[src/rtl/synkey.sv]
// Keypad front end: 2-flop synchroniser, debounce FSM and priority encoder for 16 key lines.
// Optional held-key auto-repeat is built when SYNKEY_REPEAT_EN is defined.
module synkey #(
    parameter int DEBOUNCE_CYCLES = 4,
    parameter int REPEAT_CYCLES   = 64
) (
    input  logic        clk,
    input  logic        rst_n,
    input  logic [15:0] keys,
    output logic [3:0]  buttonBus,
    output logic        pressed
);

    localparam int CW = $clog2(DEBOUNCE_CYCLES + 1);
    localparam logic [CW-1:0] CNT_LAST = CW'(DEBOUNCE_CYCLES - 1);

    if (DEBOUNCE_CYCLES < 1) begin : g_bad_debounce
        $error("synkey: DEBOUNCE_CYCLES must be >= 1");
    end
    if (REPEAT_CYCLES < 2) begin : g_bad_repeat
        $error("synkey: REPEAT_CYCLES must be >= 2");
    end

    typedef enum logic [1:0] {
        IDLE,
        DEBOUNCE,
        HELD,
        RELEASE
    } state_t;

    state_t         state;
    logic [CW-1:0]  cnt;
    logic [3:0]     cand;
    logic [15:0]    sync1;
    logic [15:0]    s;
    logic [3:0]     enc;
    logic           any;

`ifdef SYNKEY_REPEAT_EN
    localparam int RW = $clog2(REPEAT_CYCLES);
    localparam logic [RW-1:0] RCNT_LAST = RW'(REPEAT_CYCLES - 1);
    logic [RW-1:0]  rcnt;
`endif

    always_ff @(posedge clk or negedge rst_n) begin
        if (!rst_n) begin
            sync1 <= '0;
            s     <= '0;
        end else begin
            sync1 <= keys;
            s     <= sync1;
        end
    end

    // Ascending scan so the highest set bit wins.
    always_comb begin
        enc = '0;
        for (int unsigned i = 0; i < 16; i++) begin
            if (s[i]) enc = 4'(i);
        end
    end

    assign any = |s;

    always_ff @(posedge clk or negedge rst_n) begin
        if (!rst_n) begin
            state     <= IDLE;
            cnt       <= '0;
            cand      <= '0;
            pressed   <= 1'b0;
            buttonBus <= 4'h0;
`ifdef SYNKEY_REPEAT_EN
            rcnt      <= '0;
`endif
        end else begin
            pressed   <= 1'b0;
            buttonBus <= 4'h0;
            case (state)
                IDLE: begin
                    if (any) begin
                        cand  <= enc;
                        cnt   <= '0;
                        state <= DEBOUNCE;
                    end
                end
                DEBOUNCE: begin
                    if (!any || enc != cand) begin
                        state <= IDLE;
                    end else if (cnt == CNT_LAST) begin
                        state     <= HELD;
                        pressed   <= 1'b1;
                        buttonBus <= cand;
`ifdef SYNKEY_REPEAT_EN
                        rcnt      <= '0;
`endif
                    end else begin
                        cnt <= cnt + CW'(1);
                    end
                end
                HELD: begin
                    if (!any) begin
                        cnt   <= '0;
                        state <= RELEASE;
                    end
`ifdef SYNKEY_REPEAT_EN
                    // Repeat counter freezes while a different key dominates.
                    else if (enc == cand) begin
                        if (rcnt == RCNT_LAST) begin
                            pressed   <= 1'b1;
                            buttonBus <= cand;
                            rcnt      <= '0;
                        end else begin
                            rcnt <= rcnt + RW'(1);
                        end
                    end
`endif
                end
                RELEASE: begin
                    if (any) begin
                        state <= HELD;
`ifdef SYNKEY_REPEAT_EN
                        rcnt  <= '0;
`endif
                    end else if (cnt == CNT_LAST) begin
                        state <= IDLE;
                    end else begin
                        cnt <= cnt + CW'(1);
                    end
                end
                default: state <= IDLE;
            endcase
        end
    end

endmodule

[config.mk]
export PLATFORM = sky130hd
export DESIGN_NAME = synkey
export DESIGN_NICKNAME = d
export VERILOG_FILES = /design/src/rtl/synkey.sv
export SDC_FILE = /design/constraint.sdc
export NUM_CORES = 1
export LEC_CHECK = 0
export BUFFER_PORTS_ARGS = -buffer_cell sky130_fd_sc_hd__buf_2
export CAP_MARGIN = 25
export CELL_PAD_IN_SITES_DETAIL_PLACEMENT = 0
export CELL_PAD_IN_SITES_GLOBAL_PLACEMENT = 1
export CORE_ASPECT_RATIO = 0.75
export CORE_MARGIN = 3
export CORE_UTILIZATION = 45
export CTS_CLUSTER_SIZE = 16
export DETAILED_ROUTE_END_ITERATION = 16
export MAX_ROUTING_LAYER = met4
export PLACE_DENSITY = 0.89
export SLEW_MARGIN = 20
export SYNTH_ARGS = -nofsm -noshare
export SYNTH_HDL_FRONTEND = slang
export SYNTH_SLANG_ARGS = --single-unit
export TNS_END_PERCENT = 20
[constraint.sdc]
create_clock -name clk -period 2.86 [get_ports clk]
set_input_delay 0.143 -clock clk [delete_from_list [all_inputs] [get_ports clk]]
set_output_delay 0.143 -clock clk [all_outputs]
set_load 0.005 [all_outputs]
==> results of run 1 <==
repair_timing:
action / CTS / global route
endpoints found under the setup margin: 0 / 0
buffers inserted: 0 / 0
hold buffers: 16 / 1
endpoints found under the hold margin: 16 / 11
where the power goes:
part           switching [mW]  total [mW]  leakage (nW)  internal (mW)
clock                   0.215       0.388        0.0452          0.173
sequential             0.0751       0.787         0.551          0.712
combinational           0.152       0.298         0.426          0.146
total                   0.443        1.47          1.02           1.03
cell families after synthesis:
kind of cell | share of synthesized area [%]
AO/OA/AOI/OAI | 12.6
XOR/XNOR | 1.46
adder cells (fa/ha/maj) | 1.39
buffers and inverters | 3.61
flip-flops | 63.9
multiplexers | 1.81
AND/OR/NAND/NOR | 15.1
final timing paths:
path | from | endpoint | slack, ps | cells past startpoint
max | s[9] | cnt[0] | 550 | 8
max reg2reg | s[9] | cnt[0] | 550 | 8
min | rst_n | buttonBus[3] | 250 | 2
max in group asynchronous | rst_n | sync1[7] | 2140 | 3
min in group clk | sync1[9] | s[9] | 340 | 0
min reg2reg | sync1[9] | s[9] | 340 | 0
sequential cells by signal (all words and copies together) (netlist names):
signal / flops
state: 2
pressed: 1
buttonBus: 4
cnt: 3
cand: 4
s: 16
sync1: 16
worst max-delay path, delay by kind of cell (launching register included):
kind	cells	cell delay, ps
DFF	1	450
and+or+nand+nor	4	1070
AOI/OAI and AO/OA	3	490
buffers and inverters	1	230
layout make-up:
type / instances / area (um^2)
fill: 324 / 1540
inverter: 7 / 26.3
timing repair buffer: 41 / 308
multi-input combinational: 84 / 584
tap: 52 / 65.1
clock buffer: 6 / 72.6
clock inverter: 2 / 13.8
sequential: 46 / 1150
cell usage in the layout, fill, tap and decap left out, types with 2 or more instances in the layout:
cell type,count
dfrtp_1,46
ha_1,2
and3_1,4
nor4_4,2
o22ai_1,2
buf_2,22
inv_1,7
nor2_1,9
clkbuf_8,5
nor2b_1,2
o21a_1,2
nand2_1,11
nand3_1,2
nor3_1,2
xor2_1,2
o31ai_1,3
dlygate4sd3_1,17
or3_1,2
a21oi_1,5
nand2b_1,2
nor3b_1,3
mux2_1,2
o21ai_0,6
metal layers:
metal	GRT usage, %	vias up
met4	5.39	0
met5	-	-
li1	-	587
met2	24.7	41
met1	17.0	567
met3	5.79	6
stage by stage:
| stage | total power [mW] | std cells | util, % |
|---|---|---|---|
| 4_1_cts | 1.47 | 236 | 58.3 |
| 2_1_floorplan | 1.01 | 143 | - |
| 5_1_grt | 1.56 | 238 | 59.1 |
| 3_5_place_dp | 1.07 | 212 | 51.8 |
| 6_report | 1.47 | 238 | 59.1 |
| 3_3_place_gp | 1.05 | 212 | 51.8 |
==> flow_summary.ini, run 1 <==
[run]
maxCapViolations = 0

[sta]
rsz0062_at_grt = false
period_share_pct = 80.8
maxSlewViolCount = 0
finClkSkew_ps = 11.7
setup_viol = 0
fmax_ghz = 0.433
worstMarginPinSlew_ps = 427
slew_headroom_pct = 71.3
fin_tns_setup_ps = 0
period_needed_ps = 2310
hold_viol_final = 0
timing.final.ws_setup_ps = 549
hold_ws_ps = 249

[finish]
num_antenna_cells = 0
synthToLayoutAreaGrowth_pct = 23.3
drive_gt1_share_pct = 21.0
nets = 205
fin_area_um2 = 2220

[yosys]
yosysTopAreaCell = dfrtp_1
yosysUniqueCellTypes = 45
synth_fp_nets = 163
ys_seq_area_share_pct = 63.9
synth_common_cells = dfrtp_1, nand2_1, nor2_1, inv_1, o21ai_0
synth_top_area_share_pct = 63.9
ys_top_cells_by_area = dfrtp_1, nor4_4, nand2_1
synth_ff_type = dfrtp_1
yosysMostFrequentCell = dfrtp_1
synth-edff-count = 0
yosysWarnings = 0
netlist_instances = 143
synth_area_per_cell_um2 = 12.6
synth-seq-cells = 46
async_flop_share_pct = 100
synth_area_um2 = 1800

[die]
ioPinCount = 23
die_height_um = 60.8
design.die.area_um2 = 4800
start_util_pct = 47.9
core_area_um2 = 3760
rows = 19
die_w_um = 79.0

[routing]
top_layer = met4
ant_nets = 0
via_per_inst = 5.05
dr_wl_met2_mm = 1.52
drt_pass1_iterations = 4
drt-met1-wl_mm = 1.36
drt_iter0_drc = 80
detailroute.via_count = 1201
drc_errors = 0
wire_per_inst_um = 13.0
routed_wl_mm = 3.10
wl_met3_um = 169

[cts]
cts_max_level = 2
cts.sinks = 46
clk_latency_ps = 300
clock_path_buffers = 2
clk_pin_slew_worst_paths_ps = 90
cts_tree = yes
cts_inserted_buffers = 5
cts_resized = 0
root_buffer = clkbuf_8

[global_route]
grt_antenna_before_repair = 0
grt_pass1_vias = 1178
grt_max_degree = 47
track_usage_pct = 15.0
grt_pass1_wl_mm = 5.16
grt_overflow = 0

[critical_path]
slowest_delay_ps = 450
crit_top_cell = nor4_4
cp_max_fo = 8
critPathLaunchType = flop
path_class = flop to flop
cp_cell_sequence = nor4_4 -> and3_4 -> a21oi_2 -> a211o_1 -> nor4_4 -> buf_4 -> nor3b_1 -> a221o_1
critPathSlowestCell = dfrtp_1
cp.arrival_ps = 2550
end_kind = flop
worstPathRequired_ps = 3100

[power_and_ir_drop]
ir_worst_vdd_mv = 0.401
p_per_area_nw_per_um2 = 663
leakage_nw = 1.02

[place]
hpwl_mm = 2.06
place_congestion = 0.793
preCtsSetupSlack_ps = 626
io_buffers = 22
place_area_um2 = 1940

[run_status]
outcome = finished, final reports clean

[min_path]
hp-class = input port to asynchronous set/reset pin
(Power assumes the default switching activity.)
==> run 2: changes to the inputs <==
==> constraint.sdc (replaced) <==
create_clock -name clk -period 2.2 [get_ports clk]
set_input_delay 0.11 -clock clk [delete_from_list [all_inputs] [get_ports clk]]
set_output_delay 0.11 -clock clk [all_outputs]
set_load 0.005 [all_outputs]
==> flow_summary.ini, run 2 (synthesis gave the netlist of run 1 again) <==
[critical_path]
cp.arrival_ps = 2310
critPathSlowestCell = dfrtp_1
crit_top_cell = nor4_4
crit_buf_inv = 1
worstPathRequired_ps = 2380
path_delay_family = simple AND/OR/NAND/NOR gates
cp_cell_sequence = nor4_4 -> and3_4 -> a21oi_2 -> a211o_1 -> nor4_4 -> buf_6 -> nor2_2 -> o32a_1
path_class = flop to flop
slowest_delay_ps = 420
critPathLaunch = s[8]
reg2reg_to = cnt[1]
reg2reg_slack_ps = 70
cp_max_fo = 10
critPathLaunchType = flop
r2r-start = s[8]
reg2reg_depth = 8
end_kind = flop

[run_status]
outcome = finished, final reports clean

[sta]
finClkSkew_ps = 10.3
timing.final.ws_setup_ps = 74.7
period_share_pct = 96.6
period_needed_ps = 2130
hold_viol_final = 0
setup_viol = 0
fmax_ghz = 0.471
rsz0062_at_grt = true
worstMarginPinSlew_ps = 436
slew_headroom_pct = 70.7
maxSlewViolCount = 0

[die]
die_w_um = 79.0
die_height_um = 60.8
design.die.area_um2 = 4800
start_util_pct = 47.9
rows = 19
core_area_um2 = 3760
ioPinCount = 23

[cts]
clock_path_buffers = 2
cts_tree = yes
cts_inserted_buffers = 5
cts.sinks = 46
clk_latency_ps = 300
cts_max_level = 2
root_buffer = clkbuf_8
clk_pin_slew_worst_paths_ps = 90

[finish]
synthToLayoutAreaGrowth_pct = 25.7
nets = 210
final_common_cell = dfrtp_1
final_cell_mix = dfrtp_1, buf_2, dlygate4sd3_1
num_antenna_cells = 0
n_fill_cell = 314
top_regs = s x16, sync1 x16
drive_gt1_share_pct = 23.6

[power_and_ir_drop]
ir_worst_vdd_mv = 0.605
p_total_mw = 1.96
p_per_area_nw_per_um2 = 864
leakage_nw = 1.05

[place]
hpwl_mm = 2.08
preCtsSetupSlack_ps = 66.3
io_buffers = 22
place_congestion = 0.834

[routing]
drc_errors = 0
wire_per_inst_um = 13.1
ant_nets = 0
drt_iter0_drc = 61
drt_pass1_iterations = 4
routed_wl_mm = 3.18
via_per_inst = 5.08
detailroute.via_count = 1234

[min_path]
hp-class = input port to asynchronous set/reset pin

[global_route]
grt_max_degree = 47
grt_pass1_vias = 1283
grt_antenna_before_repair = 0
grt_pass1_wl_mm = 5.56
grt_overflow = 0
track_usage_pct = 15.8

[run]
maxCapViolations = 0
==> run 2: changes by cell type in the layout (fill, tap and decap cells not counted), sizes merged <==
cell | previous run | this run
buf | 24 | 29
==> run 2: per-layer routing <==
layer  track usage [%]  up-vias  wire (um)
met1              18.2      599       1410
met2              25.4       37       1560
met3              4.45        6        148
met5                 -        -          0
met4              9.07        0         64
li1                  -      592          -
==> run 2: worst max path at each step <==
stage,end,cells after the start
2_1_floorplan,cnt[1],8
3_3_place_gp,cnt[1],8
3_5_place_dp,cnt[1],8
4_1_cts,cnt[1],8
5_1_grt,cnt[1],8
6_report,cnt[1],8
==> run 2: cell type report <==
| class | instances | area (um^2) | share of cell area (%) |
|---|---|---|---|
| clock inverter | 2 | 13.8 | 0.608 |
| clock buffer | 6 | 72.6 | 3.21 |
| tap | 52 | 65.1 | 2.87 |
| multi-input combinational | 84 | 584 | 25.8 |
| sequential | 46 | 1150 | 50.9 |
| inverter | 7 | 26.3 | 1.16 |
| timing repair buffer | 46 | 349 | 15.4 |
==> run 2: worst register-to-register path, stage by stage (launching register included) <==
cell,delay (ps)
dfrtp_1,420
nor4_4,300
and3_4,240
a21oi_2,60
a211o_1,300
nor4_4,180
buf_6,180
nor2_2,50
o32a_1,280
==> run 2: metrics by stage <==
step | instances | instance area, um^2 | util [%] | hold WS (ps) | setup TNS (ps)
final | 243 | 2260 | 60.3 | 255 | 0
after global routing | 243 | 2260 | 60.3 | 299 | -29.3
after CTS | 240 | 2220 | 59.2 | 348 | 0
after detailed placement | 215 | 1970 | 52.4 | 219 | 0
after global placement | 215 | 1970 | 52.4 | 218 | 0
after floorplan | 143 | 1800 | - | -186 | 0
==> run 2: where the power goes <==
part	switching, mW	leakage, nW	internal, mW
logic	0.232	0.453	0.226
registers	0.0749	0.550	0.927
clock network	0.272	0.0452	0.224
total	0.579	1.05	1.38
==> run 2: timing repair <==
action,4_1_cts,5_1_grt
setup buffers,0,2
hold endpoints to repair,49,0
resized for setup,0,2
hold buffers,17,0
setup endpoints to repair,0,3
==> run 3: changes to the inputs <==
--- a/config.mk
+++ b/config.mk
@@ -9,7 +9,6 @@
 export CAP_MARGIN = 25
 export CELL_PAD_IN_SITES_DETAIL_PLACEMENT = 0
 export CELL_PAD_IN_SITES_GLOBAL_PLACEMENT = 1
-export CORE_ASPECT_RATIO = 0.75
 export CORE_MARGIN = 3
 export CORE_UTILIZATION = 45
 export CTS_CLUSTER_SIZE = 16
==> flow_summary.ini, run 3 (synthesis gave the netlist of run 1 again) <==
[sta]
maxSlewViolCount = 0
fmax_ghz = 0.462
setup_viol = 0
slew_headroom_pct = 73.1
rsz0062_at_grt = true
worstMarginPinSlew_ps = 401
finClkSkew_ps = 6.45
period_needed_ps = 2160
period_share_pct = 98.3
hold_viol_final = 0

[cts]
post_cts_buffers = 0
cts_inserted_buffers = 5
clock_path_buffers = 2
cts_max_level = 2
root_buffer = clkbuf_8
cts_tree = yes
cts.sinks = 46
clk_pin_slew_worst_paths_ps = 80
clk_latency_ps = 300

[finish]
top_regs = s x16, sync1 x16
nets = 209
synthToLayoutAreaGrowth_pct = 25.5
fin_area_um2 = 2260
final_cell_mix = dfrtp_1, buf_2, dlygate4sd3_1
num_antenna_cells = 0
drive_gt1_share_pct = 23.2
fin_util_pct = 59.9
final_common_cell = dfrtp_1

[die]
start_util_pct = 47.7
core_area_um2 = 3770
die_height_um = 69.3
design.die.area_um2 = 4800
die_w_um = 69.3
rows = 22
ioPinCount = 23

[global_route]
grt_pass1_wl_mm = 5.22
grt_max_degree = 47
grt_overflow = 0
track_usage_pct = 14.2
grt_antenna_before_repair = 0
grt_pass1_vias = 1258

[routing]
via_per_inst = 5.05
wire_per_inst_um = 12.5
drc_errors = 0
drt_iter0_drc = 102
routed_wl_mm = 2.97
drt_pass1_iterations = 4
ant_nets = 0
detailroute.via_count = 1203

[critical_path]
path_delay_family = compound AO/OA/AOI/OAI gates
critPathLaunchType = flop
critPathSlowestCell = dfrtp_1
crit_buf_inv = 0
slowest_delay_ps = 430
path_class = flop to flop
cp_cell_sequence = nor4_4 -> and3_4 -> a21oi_2 -> a211o_1 -> nor4_4 -> a221oi_1 -> a221o_1
cp.arrival_ps = 2340
end_kind = flop
crit_top_cell = nor4_4
r2r-start = s[9]
worstPathRequired_ps = 2380
critPathLaunch = s[9]
cp_max_fo = 4

[place]
hpwl_mm = 2.01
io_buffers = 22
place_congestion = 0.883
place_area_um2 = 1970

[min_path]
hp-class = input port to asynchronous set/reset pin

[run_status]
outcome = finished, final reports clean

[power_and_ir_drop]
ir_worst_vdd_mv = 0.590
p_per_area_nw_per_um2 = 873
leakage_nw = 1.05

[run]
maxCapViolations = 0
run 3: changes by cell type in the layout (fill, tap and decap cells not counted), sizes merged:
cell	change
buf	-1
clkbuf	+1
inv	+1
clkinv	-2
run 3: power breakdown:
part	leakage (nW)	total [mW]	switching (mW)	internal [mW]
Clock	0.0489	0.526	0.267	0.259
Sequential	0.551	0.999	0.0726	0.926
Combinational	0.447	0.447	0.228	0.219
Total	1.05	1.97	0.568	1.40
run 3: per-stage QoR:
| stage | hold WS [ps] | power [mW] | worst slack (ps) | std cells | setup TNS [ps] |
|---|---|---|---|---|---|
| 6_report | 211 | 1.97 | 36.5 | 238 | 0 |
| 5_1_grt | 230 | 2.09 | -117 | 238 | -262 |
| 4_1_cts | 344 | 1.97 | 24.9 | 237 | 0 |
| 3_5_place_dp | 219 | 1.43 | 46.0 | 212 | 0 |
| 3_3_place_gp | 217 | 1.41 | 109 | 212 | 0 |
| 2_1_floorplan | -186 | 1.31 | 190 | 143 | 0 |
run 3: layout make-up:
| cell class | count | area (um^2) |
|---|---|---|
| repair buffers | 45 | 342 |
| flip-flops and latches | 46 | 1150 |
| clock buffers | 7 | 86.3 |
| fillers | 307 | 1510 |
| well taps | 48 | 60.1 |
| clock inverters | 1 | 8.76 |
| multi-input cells | 84 | 586 |
| inverters | 7 | 26.3 |
run 3: repair_timing:
action / in CTS / in global routing
resized for setup: 0 / 2
hold buffers: 17 / 0
endpoints found under the hold margin: 62 / 0
setup endpoints to repair: 0 / 4
run 3: path summary, 6_finish.rpt:
check | to | slack [ps] | depth (start not counted)
worst min-delay path | buttonBus[1] | 210 | 2
min in group clk | s[0] | 350 | 0
max in group asynchronous | s[15] | 1540 | 3
worst max register to register | cnt[0] | 40 | 7
worst min register to register | s[0] | 350 | 0
worst max-delay path | cnt[0] | 40 | 7
run 3: routing by layer:
| metal | share of wire [%] | GRT usage (%) | vias up | wire [um] |
|---|---|---|---|---|
| met3 | 5.4 | 5.94 | 7 | 160 |
| met1 | 42 | 15.0 | 579 | 1260 |
| met4 | 1.8 | 5.86 | 0 | 54 |
| met2 | 50 | 23.5 | 26 | 1500 |
| li1 | - | - | 591 | - |
| met5 | 0 | - | - | 0 |
